File: config.mk
export PLATFORM = sky130hd
export DESIGN_NAME = ex_pipe
export DESIGN_NICKNAME = d
export VERILOG_FILES = /design/src/rtl/ex_pipe.sv
export SDC_FILE = /design/constraint.sdc
export NUM_CORES = 1
export LEC_CHECK = 0
export CAP_MARGIN = 20
export CORE_ASPECT_RATIO = 1.75
export CORE_MARGIN = 5
export CORE_UTILIZATION = 50
export DETAILED_ROUTE_END_ITERATION = 12
export PLACE_DENSITY = 0.76
export SYNTH_ARGS = -nofsm -noshare
export SYNTH_HDL_FRONTEND = slang
export SYNTH_SLANG_ARGS = --single-unit
File: constraint.sdc
create_clock -name clk -period 11 [get_ports clk]
set_clock_uncertainty 0.05 [all_clocks]
set_input_delay 1.1 -clock clk [delete_from_list [all_inputs] [get_ports clk]]
set_output_delay 1.1 -clock clk [all_outputs]
set_load 0.05 [all_outputs]
File: src/rtl/ex_pipe.sv
// ex_pipe: single-issue RV execute stage with a registered output slot.
//   Single-cycle ALU / branch / jump / load-store address ops land in the
//   output register one cycle after acceptance. A taken branch or jump
//   raises a one-cycle fetch redirect and squashes the next KILL_SLOTS
//   accepted instructions (wrong-path fetches already in flight).
//   Optional feature macro: EX_PIPE_MUL_EN adds an iterative shift-add MUL
//   (XLEN busy cycles); without it every mext=1 OP instruction is unknown.
// Ports:
//   clk, rst (sync, active-low)
//   in_valid/in_ready          issue handshake
//   op, funct3, alt, mext      decoded opcode fields
//   n1, n2, imm, pc_tgt        operands, immediate, decode-computed target
//   wa, we                     destination register / write enable
//   out_valid/out_ready        result handshake
//   out_wa, out_we, out_res    writeback
//   out_mem_e {en,len,wr,uns}, out_mem_d   memory request
//   redir_valid, redir_pc      fetch redirect
//   busy                       multiplier running
module ex_pipe #(
  parameter int XLEN       = 32,
  parameter int KILL_SLOTS = 1
) (
  input  logic            clk,
  input  logic            rst,
  input  logic            in_valid,
  output logic            in_ready,
  input  logic [6:0]      op,
  input  logic [2:0]      funct3,
  input  logic            alt,
  input  logic            mext,
  input  logic [XLEN-1:0] n1,
  input  logic [XLEN-1:0] n2,
  input  logic [XLEN-1:0] imm,
  input  logic [XLEN-1:0] pc_tgt,
  input  logic [4:0]      wa,
  input  logic            we,
  output logic            out_valid,
  input  logic            out_ready,
  output logic [4:0]      out_wa,
  output logic            out_we,
  output logic [XLEN-1:0] out_res,
  output logic [4:0]      out_mem_e,
  output logic [XLEN-1:0] out_mem_d,
  output logic            redir_valid,
  output logic [XLEN-1:0] redir_pc,
  output logic            busy
);
  localparam int SHW = $clog2(XLEN);
  localparam logic [6:0] OPC_IMM = 7'b0010011, OPC_REG = 7'b0110011,
                         OPC_LUI = 7'b0110111, OPC_AUI = 7'b0010111,
                         OPC_JAL = 7'b1101111, OPC_JALR = 7'b1100111,
                         OPC_BR  = 7'b1100011, OPC_LD = 7'b0000011,
                         OPC_ST  = 7'b0100011;

  typedef enum logic {S_IDLE, S_MUL} state_e;

  state_e            state_q, state_d;
  logic              out_valid_q, out_valid_d, redir_valid_q, redir_valid_d;
  logic [4:0]        out_wa_q, out_wa_d, out_mem_e_q, out_mem_e_d;
  logic              out_we_q, out_we_d;
  logic [XLEN-1:0]   out_res_q, out_res_d, out_mem_d_q, out_mem_d_d;
  logic [XLEN-1:0]   redir_pc_q, redir_pc_d;
  logic [2:0]        kill_q, kill_d;

  // Combinational execute results for the instruction on the inputs
  logic [XLEN-1:0]   res_c, mem_d_c, redir_pc_c, ea;
  logic [4:0]        mem_e_c;
  logic              we_c, redir_c, taken;
  logic              accept;

  function automatic logic [XLEN-1:0] alu(input logic [2:0] f3, input logic sub,
                                          input logic arith, input logic [XLEN-1:0] a,
                                          input logic [XLEN-1:0] b);
    logic [SHW-1:0] sh;
    sh  = b[SHW-1:0];
    alu = '0;
    case (f3)
      3'b000: alu = sub ? a - b : a + b;
      3'b001: alu = a << sh;
      3'b010: alu = {{(XLEN-1){1'b0}}, ($signed(a) < $signed(b))};
      3'b011: alu = {{(XLEN-1){1'b0}}, (a < b)};
      3'b100: alu = a ^ b;
      3'b101: begin
        // kept as separate assignments so >>> stays in a signed context
        if (arith) alu = $signed(a) >>> sh;
        else       alu = a >> sh;
      end
      3'b110: alu = a | b;
      default: alu = a & b;
    endcase
  endfunction

  assign ea       = n1 + imm;
  assign in_ready = (state_q == S_IDLE) && (!out_valid_q || out_ready);
  assign accept   = in_valid && in_ready;

  always_comb begin
    case (funct3)
      3'b000:  taken = (n1 == n2);
      3'b001:  taken = (n1 != n2);
      3'b100:  taken = ($signed(n1) < $signed(n2));
      3'b101:  taken = !($signed(n1) < $signed(n2));
      3'b110:  taken = (n1 < n2);
      3'b111:  taken = !(n1 < n2);
      default: taken = 1'b0;
    endcase
  end

`ifdef EX_PIPE_MUL_EN
  logic              mul_c;
  logic [XLEN-1:0]   mcand_q, mcand_d, mplier_q, mplier_d, acc_q, acc_d;
  logic [SHW-1:0]    cnt_q, cnt_d;
`endif

  always_comb begin
    res_c      = '0;
    we_c       = we;
    mem_e_c    = '0;
    mem_d_c    = '0;
    redir_c    = 1'b0;
    redir_pc_c = '0;
`ifdef EX_PIPE_MUL_EN
    mul_c      = 1'b0;
`endif
    case (op)
      OPC_IMM: res_c = alu(funct3, 1'b0, alt, n1, n2);
      OPC_REG: begin
        if (mext) begin
`ifdef EX_PIPE_MUL_EN
          if (funct3 == 3'b000) mul_c = 1'b1;
          else                  we_c  = 1'b0;
`else
          we_c = 1'b0;
`endif
        end else begin
          res_c = alu(funct3, alt, alt, n1, n2);
        end
      end
      OPC_LUI, OPC_AUI: res_c = n2;
      OPC_JAL: begin
        res_c      = n2;
        redir_c    = 1'b1;
        redir_pc_c = pc_tgt;
      end
      OPC_JALR: begin
        res_c      = n2;
        redir_c    = 1'b1;
        redir_pc_c = {ea[XLEN-1:1], 1'b0};
      end
      OPC_BR: begin
        we_c       = 1'b0;
        redir_c    = taken;
        redir_pc_c = pc_tgt;
      end
      OPC_LD: begin
        res_c = ea;
        case (funct3)
          3'b000:  mem_e_c = 5'b1_00_0_0;
          3'b001:  mem_e_c = 5'b1_01_0_0;
          3'b010:  mem_e_c = 5'b1_11_0_0;
          3'b100:  mem_e_c = 5'b1_00_0_1;
          3'b101:  mem_e_c = 5'b1_01_0_1;
          default: mem_e_c = 5'b0;
        endcase
      end
      OPC_ST: begin
        res_c   = ea;
        we_c    = 1'b0;
        mem_d_c = n2;
        mem_e_c = {1'b1, (funct3[1] ? 2'b11 : {1'b0, funct3[0]}), 2'b10};
      end
      default: we_c = 1'b0;
    endcase
  end

  always_comb begin
    state_d       = state_q;
    out_valid_d   = out_valid_q && !out_ready;
    redir_valid_d = 1'b0;
    out_wa_d      = out_wa_q;
    out_we_d      = out_we_q;
    out_res_d     = out_res_q;
    out_mem_e_d   = out_mem_e_q;
    out_mem_d_d   = out_mem_d_q;
    redir_pc_d    = redir_pc_q;
    kill_d        = kill_q;
`ifdef EX_PIPE_MUL_EN
    mcand_d  = mcand_q;
    mplier_d = mplier_q;
    acc_d    = acc_q;
    cnt_d    = cnt_q;
    if (state_q == S_MUL) begin
      acc_d    = acc_q + (mplier_q[0] ? mcand_q : '0);
      mcand_d  = mcand_q << 1;
      mplier_d = mplier_q >> 1;
      cnt_d    = cnt_q + 1'b1;
      if (cnt_q == SHW'(XLEN-1)) begin
        out_res_d   = acc_d;
        out_valid_d = 1'b1;
        state_d     = S_IDLE;
      end
    end
`endif
    if (accept) begin
      if (kill_q != '0) begin
        // wrong-path instruction: swallow it, never redirect from it
        kill_d = kill_q - 1'b1;
      end
`ifdef EX_PIPE_MUL_EN
      else if (mul_c) begin
        // output slot is free at this edge, so writeback tags can go now
        state_d     = S_MUL;
        mcand_d     = n1;
        mplier_d    = n2;
        acc_d       = '0;
        cnt_d       = '0;
        out_wa_d    = wa;
        out_we_d    = we_c;
        out_mem_e_d = '0;
        out_mem_d_d = '0;
      end
`endif
      else begin
        out_valid_d = 1'b1;
        out_wa_d    = wa;
        out_we_d    = we_c;
        out_res_d   = res_c;
        out_mem_e_d = mem_e_c;
        out_mem_d_d = mem_d_c;
        if (redir_c) begin
          redir_valid_d = 1'b1;
          redir_pc_d    = redir_pc_c;
          kill_d        = 3'(KILL_SLOTS);
        end
      end
    end
  end

  always_ff @(posedge clk) begin
    if (!rst) begin
      state_q       <= S_IDLE;
      out_valid_q   <= 1'b0;
      redir_valid_q <= 1'b0;
      out_wa_q      <= '0;
      out_we_q      <= 1'b0;
      out_res_q     <= '0;
      out_mem_e_q   <= '0;
      out_mem_d_q   <= '0;
      redir_pc_q    <= '0;
      kill_q        <= '0;
    end else begin
      state_q       <= state_d;
      out_valid_q   <= out_valid_d;
      redir_valid_q <= redir_valid_d;
      out_wa_q      <= out_wa_d;
      out_we_q      <= out_we_d;
      out_res_q     <= out_res_d;
      out_mem_e_q   <= out_mem_e_d;
      out_mem_d_q   <= out_mem_d_d;
      redir_pc_q    <= redir_pc_d;
      kill_q        <= kill_d;
    end
  end

`ifdef EX_PIPE_MUL_EN
  // multiplier working registers are only meaningful while in S_MUL
  always_ff @(posedge clk) begin
    mcand_q  <= mcand_d;
    mplier_q <= mplier_d;
    acc_q    <= acc_d;
    cnt_q    <= cnt_d;
  end
  assign busy = (state_q == S_MUL);
`else
  assign busy = 1'b0;
`endif

  assign out_valid   = out_valid_q;
  assign redir_valid = redir_valid_q;
  assign out_wa      = out_wa_q;
  assign out_we      = out_we_q;
  assign out_res     = out_res_q;
  assign out_mem_e   = out_mem_e_q;
  assign out_mem_d   = out_mem_d_q;
  assign redir_pc    = redir_pc_q;
endmodule

==> impl_metrics.csv, run 1 <==
group,metric,value,unit
logic_synthesis,synth_top_cell_area_share,14.0,%
timing,max_slew.worst_pin.slew,1060,ps
setup_path,cp-end-kind,"flop",
min_path,min-delay-path-class,"flop to flop",
clocking,ctsResizeCount,0,
global_routing,grt_pass1_wl,118000,µm
final_layout,fraction_of_layout_instances_using_a_drive_strength_above_1,9.05,%
clocking,clkLatencyLatePin,390,ps
setup_path,worst_path_largest_cell_delay,960,ps
logic_synthesis,synth.yosys.warnings,0,
detailed_routing,drt_pre_antenna_iters,6,
setup_path,cp.required,11260,ps
setup_path,critPathArrivalTime,5350,ps
setup_path,cp_num_buf_inv,2,
power_and_ir_drop,power.density_cell_area,82.0,mW/mm²
timing,tns,0,ps
logic_synthesis,postSynthRegisterBits,112,
detailed_routing,postRouteWirelength,80200,µm
setup_path,slowest_stage,"clkdlybuf4s50_1",
logic_synthesis,synth.top_cells.by_area,"dfxtp_1 14%, ha_1 10%, mux4_2 8.6%",
place,place_inst,2634,
outcome,result_of_the_run,"finished clean",
detailed_routing,vias_post_dr,18900,
timing,final_hold_viol_count,0,
logic_synthesis,yosys_most_used_dff,"dfxtp_1",
clocking,root_buffer,"clkbuf_16",
floorplan,placement_rows,86,
final_layout,flow.area_growth_from_synthesis,18.2,%
global_routing,antenna_violations_before_repair,0,
floorplan,design.die.area,0.0358,mm²
place,gp_routability_congestion,1.06,
setup_path,cp_cell_sequence,"clkdlybuf4s50_1, inv_1, ha_1, or4_1, nand3b_4, o211ai_1, a311o_2, o211a_4, nand3_1, a21oi_1",
timing,slew-limit-headroom,29.3,%
setup_path,crit_path_launch_type,"input pin",
job,maxCapViolations,0,
clocking,hold_buffer_count_at_cts,0,
final_layout,nNetsFinal,2533,
logic_synthesis,synth.lib_cells_used.distinct,94,
detailed_routing,avgRoutedWirePerCell,30.2,µm
clocking,tritoncts_num_sinks,112,
floorplan,floorplan.io_pins,261,
setup_path,crit_type,"input pin to flop",
timing,rsz0062_at_grt,"no",
logic_synthesis,syn-cell-area,0.0160,mm²
floorplan,die_w,145,µm
logic_synthesis,postSynthNetCount,2398,
logic_synthesis,synth-seq-area-share,14.0,%
logic_synthesis,syn_area_per_cell,7.57,µm²
logic_synthesis,synth_top_area_cell,"dfxtp_1",
detailed_routing,post-route-drc-count,0,
floorplan,initial_cell_density_of_the_core,50.8,%
timing,max_clock_freq,0.196,GHz
logic_synthesis,post_synth_inst_count,2115,
detailed_routing,route.antenna.remaining_nets,0,
clocking,post_cts.repair.setup_buffers,0,
clocking,tritoncts,"done",
timing,final.period_utilization,46.3,%
clocking,cts_clock_pin_slew_for_the_worst_setup_and_hold_paths,90,ps
timing,finalMaxSlewViolations,0,
setup_path,delay_heaviest_family_cp,"compound AO/OA/AOI/OAI gates",
floorplan,die_y,247,µm
timing,final.min_clock_period,5090,ps
floorplan,fp.coreArea,0.0315,mm²
clocking,cts.htree.levels,3,
place,place_hpwl,62000,µm
place,buffer_ports.inserted,259,
final_layout,antenna-diode-count,0,
timing,setup_viol,0,
final_layout,leading_cell_types_in_the_layout_fill_and_taps_excluded,"255 x clkdlybuf4s50_1, 189 x nor2_1, 176 x nand2_1, 173 x a21oi_1, 140 x o21ai_0",
detailed_routing,initialDrtViolationCount,1979,
global_routing,grt_pass1_vias,18300,
final_layout,layout.cells.most_common,"clkdlybuf4s50_1",
global_routing,globalRouteTotalUtil,42.7,%
setup_path,crit_path_max_fanout,50,
logic_synthesis,async_flop_share,0,%
clocking,cts_max_path_buffers,2,
global_routing,gr_overflow_total,0,
logic_synthesis,synth-edff-count,0,
power_and_ir_drop,static_leak,7.20,nW
final_layout,layoutNonFillerInstCount,2651,
clocking,tritoncts.num_buffers,9,
detailed_routing,post_drt_via_cell_ratio,7.14,
global_routing,grt_max_degree,70,
power_and_ir_drop,irDropWorstVdd,106,µV
-- state kept, by name, summed over array words and instances (netlist names) --
| register | flops |
|---|---|
| redir_valid | 1 |
| out_mem_e | 5 |
| out_wa | 5 |
| out_valid | 1 |
| out_we | 1 |
| kill_q | 3 |
| out_mem_d | 32 |
| redir_pc | 32 |
| out_res | 32 |
-- worst reg2reg max path, cell delays in order (launching register included) --
cell and delay, ps:
dfxtp_1 340, or2_2 310, inv_1 60, ha_1 230, nand3_2 420, and3_1 410, a221oi_1 380, nand2_1 190
a21oi_1 150, o211ai_1 110, or3b_1 450, o32a_1 360
-- final cells by class --
cell class	count	area, µm²
Clock inverter	7	76.3
Multi-Input combinational cell	1718	12600
Sequential cell	112	2240
Timing Repair Buffer	300	2880
Tap cell	396	495
Fill cell	2930	12600
Inverter	109	409
Clock buffer	9	225
-- metrics by stage --
stage | power (mW) | hold WS (ps) | utilization (%) | cell area [µm²] | worst slack, ps
after floorplan | 0.893 | 388 | - | 16000 | 6440
after global placement | 1.17 | 387 | 59.0 | 18600 | 5670
final | 1.55 | 414 | 60.0 | 18900 | 5910
after detailed placement | 1.18 | 404 | 59.0 | 18600 | 5570
after CTS | 1.52 | 416 | 60.0 | 18900 | 5970
after global routing | 1.61 | 457 | 60.0 | 18900 | 5680
-- report_power, final --
group          internal, mW  switching [mW]
sequential            0.408         0.00224
clock                 0.162           0.189
combinational         0.280           0.509
total                 0.850           0.701
-- logic make-up after synthesis --
family / synth area share, %
xor gates and xnor gates: 2.68
other: 0.0234
AOI/OAI and AO/OA: 34.6
adders and majority gates: 10.5
buffers and inverters: 7.60
and+or+nand+nor: 18.6
DFF: 14.0
muxes: 12.0
-- routing by layer --
layer | vias up | part of all wire (%) | GRT usage, %
met5 | - | 0 | 0
met4 | 0 | 8.5 | 29.5
met3 | 311 | 9.4 | 7.48
met1 | 9113 | 34 | 48.9
met2 | 1281 | 48 | 72.0
li1 | 8225 | - | -
-- synth_stat cells, types with 15 or more instances --
library cell  number
nand2_1          176
clkbuf_1         105
nand2b_1          49
nor3_1            46
and3_1            15
o21bai_1          15
o221ai_1          25
o22ai_1           16
a21oi_1          174
xnor2_1           35
a22oi_1           67
mux4_2            61
o31ai_1           15
a31oi_1           35
o21ai_1           21
a211oi_2          20
nand3_1           45
o21a_1            15
a221oi_1          28
buf_1             16
buf_2             34
nor2b_1           15
o211ai_1          33
a21o_1            27
mux2i_1           43
dfxtp_1          112
o21ai_0          140
a22o_1            40
inv_1            103
ha_1             130
and2_1            24
nor2_1           192
-- path summary, 6_finish.rpt --
kind,start,to,slack [ps],cells past startpoint
max,n1[15],redir_pc[0]$_SDFFE_PN0P_,5910,10
min,out_wa[0]$_SDFFE_PN0P_,out_wa[0]$_SDFFE_PN0P_,410,2
max reg2reg,kill_q[0]$_SDFFE_PN0P_,out_res[29]$_SDFFE_PN0P_,7430,11
min reg2reg,out_wa[0]$_SDFFE_PN0P_,out_wa[0]$_SDFFE_PN0P_,410,2
Power figures use the tool's default switching activity.
==> run 2: changes to the inputs <==
- clock period: 11 -> 4.7 ns (I/O delays scaled with it)
==> run 2 against run 1 <==
Cell count up 3.4%. Combinational power up 140%. Worst setup slack worse by 5400 ps. Highest routed layer unchanged.
==> impl_metrics.csv, run 2 (same netlist as run 1, synthesis figures left out) <==
group,metric,value,unit
outcome,result_of_the_run,"finished clean",
place,pre_cts_slack,209,ps
timing,max_clock_freq,0.240,GHz
detailed_routing,postRouteWirelength,81100,µm
detailed_routing,initialDrtViolationCount,2122,
clocking,root_buffer,"clkbuf_16",
floorplan,design.die.area,0.0358,mm²
timing,rsz0062_at_grt,"no",
final_layout,leading_cell_types_in_the_layout_fill_and_taps_excluded,"255 x clkdlybuf4s50_1, 188 x nor2_1, 176 x nand2_1, 173 x a21oi_1, 140 x o21ai_0",
place,place_inst,2725,
global_routing,gr_overflow_total,0,
setup_path,crit_type,"input pin to flop",
clocking,clkLatencyLatePin,360,ps
global_routing,grt_pass1_wl,119000,µm
setup_path,critPathArrivalTime,4360,ps
place,buffer_ports.inserted,259,
final_layout,fraction_of_layout_instances_using_a_drive_strength_above_1,12.5,%
detailed_routing,post-route-drc-count,0,
place,place_hpwl,64500,µm
power_and_ir_drop,static_leak,7.64,nW
timing,final.period_utilization,88.5,%
timing,final_hold_viol_count,0,
min_path,hold_depth,2,
floorplan,die_y,247,µm
final_layout,layoutNonFillerInstCount,2742,
setup_path,worst_r2r_startpoint,"kill_q[0]$_SDFFE_PN0P_",
setup_path,crit_path_max_fanout,7,
detailed_routing,route.antenna.remaining_nets,0,
final_layout,count_of_fill_cells_added_during_filler_insertion,2871,
clocking,ctsResizeCount,0,
timing,max_slew.worst_pin.slew,1050,ps
clocking,cts_max_path_buffers,2,
final_layout,nNetsFinal,2623,
setup_path,crit_path_launch_type,"input pin",
floorplan,floorplan.io_pins,261,
power_and_ir_drop,irDropWorstVdd,296,µV
clocking,post_cts.repair.setup_buffers,0,
clocking,tritoncts.num_buffers,9,
clocking,cts.htree.levels,3,
clocking,tritoncts_num_sinks,112,
power_and_ir_drop,p_total,3.65,mW
final_layout,layout.core_utilization,62.2,%
final_layout,flow.area_growth_from_synthesis,22.4,%
setup_path,timing.critical_path.from,"n1[0]",
global_routing,globalRouteTotalUtil,43.0,%
detailed_routing,drt_pre_antenna_iters,8,
global_routing,grt_max_degree,61,
job,maxCapViolations,0,
timing,setup_viol,0,
timing,setup_ws,542,ps
detailed_routing,vias_post_dr,19400,
global_routing,antenna_violations_before_repair,2,
floorplan,die_w,145,µm
final_layout,layout.cells.most_common,"clkdlybuf4s50_1",
min_path,min-delay-path-class,"flop to flop",
setup_path,reg2reg_depth,8,
timing,slew-limit-headroom,29.1,%
setup_path,cp.required,4900,ps
floorplan,initial_cell_density_of_the_core,50.8,%
clocking,hold_buffer_count_at_cts,0,
global_routing,grt_pass1_vias,18800,
setup_path,cp-end-kind,"flop",
floorplan,placement_rows,86,
min_path,worst_hold_startpoint,"out_wa[0]$_SDFFE_PN0P_",
detailed_routing,avgRoutedWirePerCell,29.6,µm
place,gp_routability_congestion,1.07,
clocking,tritoncts,"done",
detailed_routing,post_drt_via_cell_ratio,7.06,
timing,final.min_clock_period,4160,ps
timing,tns,0,ps
timing,finalMaxSlewViolations,0,
floorplan,fp.coreArea,0.0315,mm²
power_and_ir_drop,power.density_cell_area,186,mW/mm²
clocking,cts_clock_pin_slew_for_the_worst_setup_and_hold_paths,70,ps
==> run 2: cell count changes in the layout (fill, tap and decap cells not counted), sizes merged <==
cell	before	now
buf	45	135
clkbuf	9	11
clkinv	3	2
diode	0	1
inv	112	111
==> run 2: final cells by class <==
| type | count | area, µm² | area share [%] |
|---|---|---|---|
| antenna | 1 | 2.50 | 0.0128 |
| clock buffer | 11 | 243 | 1.24 |
| clock inverter | 5 | 38.8 | 0.198 |
| inverter | 109 | 409 | 2.09 |
| multi-input combinational | 1718 | 12600 | 64.2 |
| sequential | 112 | 2240 | 11.4 |
| tap | 396 | 495 | 2.53 |
| timing repair buffer | 390 | 3590 | 18.3 |
==> run 2: metal layers <==
layer | part of all wire (%) | wire [µm] | track usage, % | vias to the layer above
met3 | 9.2 | 7480 | 7.33 | 405
met5 | 0 | 0 | 0 | -
li1 | - | - | - | 8413
met1 | 34 | 27500 | 48.1 | 9074
met2 | 47 | 38100 | 71.5 | 1463
met4 | 9.9 | 8060 | 35.0 | 0
==> run 2: final timing paths <==
check                              endpoint  slack, ps
hold reg to reg      out_wa[0]$_SDFFE_PN0P_        410
hold / removal       out_wa[0]$_SDFFE_PN0P_        410
setup / recovery  redir_pc[16]$_SDFFE_PN0P_        540
setup reg to reg  out_mem_d[4]$_SDFFE_PN0P_       1790
==> run 2: metrics by stage <==
stage	hold slack [ps]	instance area [µm²]
2_1_floorplan	388	16000
3_5_place_dp	399	19300
5_1_grt	443	19600
4_1_cts	413	19600
3_3_place_gp	391	19300
6_report	409	19600
==> run 2: where the power goes <==
group          switching [mW]  internal, mW
Clock                   0.378         0.379
Combinational            1.22         0.716
Sequential            0.00494         0.956
==> run 2: critical path: stages <==
cell,delay (ps)
clkdlybuf4s50_1,670
inv_1,110
ha_1,260
fa_1,410
o21bai_1,190
a21oi_2,100
o211ai_2,320
a21oi_2,160
o211ai_1,350
a311o_2,320
nor2_1,80
nor3_1,530
buf_4,280
a31oi_1,90
